===== config.mk =====
export PLATFORM = sky130hd
export DESIGN_NAME = sdram_arbit
export DESIGN_NICKNAME = d
export VERILOG_FILES = /design/src/rtl/sdram_arbit.sv
export SDC_FILE = /design/constraint.sdc
export NUM_CORES = 1
export LEC_CHECK = 0
export BUFFER_PORTS_ARGS = -buffer_cell sky130_fd_sc_hd__buf_2
export CORE_ASPECT_RATIO = 0.7
export CORE_UTILIZATION = 33
export CTS_CLUSTER_SIZE = 24
export DETAILED_ROUTE_END_ITERATION = 8
export PLACE_DENSITY = 0.85
export SLEW_MARGIN = 20
export SYNTH_ARGS = -nofsm -noshare
export SYNTH_HDL_FRONTEND = slang
export SYNTH_SLANG_ARGS = --single-unit

===== constraint.sdc =====
create_clock -name sclk -period 4.65 [get_ports sclk]
set_input_delay 0.465 -clock sclk [delete_from_list [all_inputs] [get_ports sclk]]
set_output_delay 0.465 -clock sclk [all_outputs]
set_load 0.1 [all_outputs]

===== src/rtl/sdram_arbit.sv =====
// ----------------------------------------------------------------------------
// sdram_arbit
// Owns the single SDRAM command/address/data bus and lends it to one of four
// sub-blocks at a time: power-up init, auto-refresh, write and read.
//   - Init holds the bus from reset until flag_init_end.
//   - Refresh always wins arbitration.
//   - Write and read alternate round-robin when both are pending.
//   - A granted block keeps the bus until it pulses its own end flag. The
//     arbiter never preempts a block.
//   - Every hand-over passes through at least one NOP cycle in S_ARBIT.
//
// Ports
//   sclk, s_rst_n           clock, asynchronous active-low reset
//   flag_init_end           init sequence done (1-cycle pulse)
//   init_cmd/init_addr      init block bus drive
//   ref_req/flag_ref_end    refresh request level / done pulse
//   ref_cmd/ref_addr        refresh block bus drive
//   ref_en                  refresh grant pulse (registered, 1 cycle)
//   wr_req/flag_wr_end      write request level / release pulse
//   wr_cmd/wr_addr/wr_bank  write block bus drive
//   wr_data                 write data, passed straight to DQ
//   wr_en                   write grant pulse (registered, 1 cycle)
//   rd_req/flag_rd_end      read request level / release pulse
//   rd_cmd/rd_addr/rd_bank  read block bus drive
//   rd_en                   read grant pulse (registered, 1 cycle)
//   sdram_cmd               {cs_n,ras_n,cas_n,we_n} to pins
//   sdram_addr/sdram_bank   address/bank to pins
//   sdram_dq_out/_oe        write data and DQ output enable
// ----------------------------------------------------------------------------
module sdram_arbit #(
  parameter int ADDR_W = 12,
  parameter int BANK_W = 2,
  parameter int DATA_W = 16
) (
  input  logic              sclk,
  input  logic              s_rst_n,
  input  logic              flag_init_end,
  input  logic [3:0]        init_cmd,
  input  logic [ADDR_W-1:0] init_addr,
  input  logic              ref_req,
  input  logic              flag_ref_end,
  input  logic [3:0]        ref_cmd,
  input  logic [ADDR_W-1:0] ref_addr,
  output logic              ref_en,
  input  logic              wr_req,
  input  logic              flag_wr_end,
  input  logic [3:0]        wr_cmd,
  input  logic [ADDR_W-1:0] wr_addr,
  input  logic [BANK_W-1:0] wr_bank,
  input  logic [DATA_W-1:0] wr_data,
  output logic              wr_en,
  input  logic              rd_req,
  input  logic              flag_rd_end,
  input  logic [3:0]        rd_cmd,
  input  logic [ADDR_W-1:0] rd_addr,
  input  logic [BANK_W-1:0] rd_bank,
  output logic              rd_en,
  output logic [3:0]        sdram_cmd,
  output logic [ADDR_W-1:0] sdram_addr,
  output logic [BANK_W-1:0] sdram_bank,
  output logic [DATA_W-1:0] sdram_dq_out,
  output logic              sdram_dq_oe
);

  typedef enum logic [4:0] {
    S_INIT  = 5'b00001,
    S_ARBIT = 5'b00010,
    S_AREF  = 5'b00100,
    S_WRITE = 5'b01000,
    S_READ  = 5'b10000
  } state_t;

  localparam logic       LG_RD   = 1'b0;
  localparam logic       LG_WR   = 1'b1;
  localparam logic [3:0] CMD_NOP = 4'b0111;

  state_t state;
  state_t state_nxt;
  logic   last_grant;
  logic   last_grant_nxt;
  logic   ref_en_nxt;
  logic   wr_en_nxt;
  logic   rd_en_nxt;

  // State, round-robin pointer and grant pulses
  always_ff @(posedge sclk or negedge s_rst_n) begin
    if (!s_rst_n) begin
      state      <= S_INIT;
      last_grant <= LG_RD;
      ref_en     <= 1'b0;
      wr_en      <= 1'b0;
      rd_en      <= 1'b0;
    end else begin
      state      <= state_nxt;
      last_grant <= last_grant_nxt;
      ref_en     <= ref_en_nxt;
      wr_en      <= wr_en_nxt;
      rd_en      <= rd_en_nxt;
    end
  end

  // Next state. Grant pulses are decoded from the S_ARBIT exit so that they
  // rise on the same edge the state register enters the granted state.
  always_comb begin
    state_nxt      = state;
    last_grant_nxt = last_grant;
    ref_en_nxt     = 1'b0;
    wr_en_nxt      = 1'b0;
    rd_en_nxt      = 1'b0;
    case (state)
      S_INIT: begin
        if (flag_init_end) state_nxt = S_ARBIT;
      end
      S_ARBIT: begin
        if (ref_req) begin
          state_nxt  = S_AREF;
          ref_en_nxt = 1'b1;
        end else if (wr_req && (!rd_req || last_grant == LG_RD)) begin
          // Write wins when it is alone, or when both are pending and read
          // was served last.
          state_nxt      = S_WRITE;
          wr_en_nxt      = 1'b1;
          last_grant_nxt = LG_WR;
        end else if (rd_req) begin
          state_nxt      = S_READ;
          rd_en_nxt      = 1'b1;
          last_grant_nxt = LG_RD;
        end
      end
      S_AREF: begin
        if (flag_ref_end) state_nxt = S_ARBIT;
      end
      S_WRITE: begin
        if (flag_wr_end) state_nxt = S_ARBIT;
      end
      S_READ: begin
        if (flag_rd_end) state_nxt = S_ARBIT;
      end
      // Any non-one-hot encoding recovers through the idle arbitration state.
      default: state_nxt = S_ARBIT;
    endcase
  end

  // Bus mux straight from the state register, no added latency
  always_comb begin
    sdram_cmd  = CMD_NOP;
    sdram_addr = '0;
    sdram_bank = '0;
    case (state)
      S_INIT: begin
        sdram_cmd  = init_cmd;
        sdram_addr = init_addr;
      end
      S_AREF: begin
        sdram_cmd  = ref_cmd;
        sdram_addr = ref_addr;
      end
      S_WRITE: begin
        sdram_cmd  = wr_cmd;
        sdram_addr = wr_addr;
        sdram_bank = wr_bank;
      end
      S_READ: begin
        sdram_cmd  = rd_cmd;
        sdram_addr = rd_addr;
        sdram_bank = rd_bank;
      end
      default: begin
        sdram_cmd  = CMD_NOP;
        sdram_addr = '0;
        sdram_bank = '0;
      end
    endcase
  end

  assign sdram_dq_out = wr_data;
  assign sdram_dq_oe  = (state == S_WRITE);

endmodule


==> results by group <==
Logic synthesis
  – YS warnings: 0
  – Syn_area_per_cell: 8.05 um^2
  – Post-Synthesis Cells: 119
  – Commonest register cell after synthesis: dfrtp_1
  – Post-synth top area cell: a22oi_1
  – Synth top cells by count: a22oi_1, buf_4, nand2_1
  – Most common cell in the netlist: a22oi_1
  – Cell Area, Synth: 958 um^2
  – Synth top area cells: a22oi_1, dfrtp_1, buf_4
  – Syn nets: 212
  – FF+latch count, synth: 9
  – Number of synthesized flops with an enable pin: 0
  – FFs w/ async S/R, synth: 100%
  – Distinct cell type count after synthesis: 32
  – Sequential fraction of the synthesis area: 23.6%
  – Yosys top cell area share: 24.3%

Floorplan
  – Die H: 47.1 um
  – CORE AREA: 0.00261 mm^2
  – IO Pins: 131
  – Rows: 15
  – DIE AREA: 0.00313 mm^2
  – Die Span X: 66.4 um
  – Initial Util: 36.7%

Clock tree
  – Postcts setup bufs: 0
  – Worst-path clk slew: 0.05 ns
  – CTS tree: yes
  – CTS Buf Count: 3
  – Total clock sinks: 9
  – CTS root buffer: clkbuf_8
  – Worst-Skew Late Latency: 0.23 ns
  – H-tree Lvls: 1
  – CTS Buffer Depth: 2
  – # hold bufs at CTS: 0
  – Post-CTS sizing: 0

STA
  – Final hold viol count: 0
  – Actual slew at the worst max-slew pin: 0.774 ns
  – Setup-failing EPs final: 0
  – Final period util: 61.5%
  – Min Hold Slack: 0.0752 ns
  – Relative slew margins: 48.4%
  – Fmax: 350 MHz
  – Final Skew: 0.00444 ns
  – Fin. max-slew vios: 0
  – Fin crit period: 2.86 ns
  – RSZ-0062 raised after global routing: false
  – Setup TNS: 0 ns

Drt
  – Via density: 5.12
  – Via count: 1187
  – Post-route ant nets: 0
  – WL/cell: 14.8 um
  – Initial DRT Pass Iterations: 4
  – First DRT Iteration DRCs: 61
  – Routed WL: 3.44 mm
  – DRC: 0

Global routing
  – Initial antenna violation count: 0
  – Vias in the first global route: 959
  – Overflow after GRT: 0
  – First-pass GRT wire length: 4.57 mm
  – GR Util All Layers: 20.1%
  – Pin count of the biggest net entering global routing: 21

Worst setup path
  – Cell chain of the critical path: nor2_1 -> and4bb_1 -> a22oi_1 -> nand3_1 -> buf_2
  – CP required: 4.18 ns
  – Worst reg2reg path endpoint: state[1]$_DFFE_PN0P_
  – Critical path startpoint category: flip-flop
  – Critical path endpoint category: output port
  – Cells on worst reg2reg path: 4
  – Worst path arrival time: 2.39 ns
  – Reg-to-Reg Start: state[3]$_DFFE_PN0P_
  – Delay-heaviest family, CP: simple AND/OR/NAND/NOR gates
  – CP bufs+invs: 1
  – CP Max Fanout: 20
  – CP max stage delay: 0.73 ns
  – CP Class: flip-flop to output port
  – R2R setup slack: 2.74 ns
  – Slowest cell on crit path: and4bb_1

Power
  – Power Density: 633 mW/mm^2
  – Leakage power total: 0.773 nW
  – Design Power: 0.872 mW
  – Max IR drop VDD: 435 uV

Final layout
  – Layout cells sized above 1: 53.5%
  – Area grow syn2layout: 43.6%
  – Final nets: 292
  – # diodes: 0
  – Fillers: 236

Placed design
  – Hpwl dp: 2.88 mm
  – Buffers added on ports: 98
  – GP Congestion: 0.844

Worst hold path
  – Worst hold path type: input pin to asynchronous set/reset pin

Run status
  – Status: finished clean

Flow run
  – Max-cap violations: 0
-- final cells by class --
| type | instances | area (um^2) | area share [%] |
|---|---|---|---|
| sequential | 9 | 226 | 16.5 |
| inverter | 2 | 7.51 | 0.545 |
| multi-input combinational | 85 | 564 | 41.0 |
| tap | 34 | 42.5 | 3.09 |
| clock buffer | 4 | 45.0 | 3.27 |
| timing repair buffer | 98 | 490 | 35.6 |
-- logic make-up after synthesis --
logic type                count (synthesis)  share of synthesized area [%]
and+or+nand+nor                          43                           26.1
AOI/OAI and AO/OA                        41                           31.9
buffers and inverters                    25                           17.5
DFF                                       9                           23.6
xor gates and xnor gates                  1                          0.914
-- per-layer routing --
layer,up-vias,part of all wire (%),global-route usage [%]
li1,589,-,-
met1,537,42,26.0
met2,53,50,33.3
met3,8,7.1,5.83
met4,0,0.99,6.38
met5,-,0,0
-- metrics by stage --
step	util, %	instances	instance area (um^2)	worst slack (ns)
2_1_floorplan	-	119	958	1.87
5_1_grt	52.8	232	1380	1.63
6_report	52.8	232	1380	1.79
4_1_cts	52.8	232	1380	1.80
3_5_place_dp	51.0	228	1330	2.05
3_3_place_gp	51.0	228	1330	2.07
-- where the power goes --
| part | internal (mW) | switching [mW] |
|---|---|---|
| logic | 0.132 | 0.521 |
| clock network | 0.0596 | 0.0295 |
| registers | 0.102 | 0.0272 |
-- registers in the layout, summed over array words and instances (netlist names) --
signal,flops
state,5
last_grant,1
rd_en,1
ref_en,1
wr_en,1
-- how the worst max path moves through the flow --
stage	cells after the start	start	endpoint
3_5_place_dp	5	state[3]$_DFFE_PN0P_	sdram_cmd[1]
6_report	5	state[2]$_DFFE_PN0P_	sdram_cmd[2]
4_1_cts	5	state[3]$_DFFE_PN0P_	sdram_cmd[1]
5_1_grt	5	state[2]$_DFFE_PN0P_	sdram_cmd[2]
3_3_place_gp	5	state[3]$_DFFE_PN0P_	sdram_cmd[2]
2_1_floorplan	6	state[2]$_DFFE_PN0P_	sdram_addr[0]
-- cell usage in the layout, fill, tap and decap left out, types with 2 or more instances in the layout --
master and count:
a22o_1 2, a22oi_1 31, and2_1 3, buf_2 98
clkbuf_8 3, dfrtp_1 8, inv_1 2, nand2_1 16
nand3_1 4, nand3b_1 2, nor2_1 6, nor2b_1 3
o22ai_1 2
(Power assumes the default switching activity.)
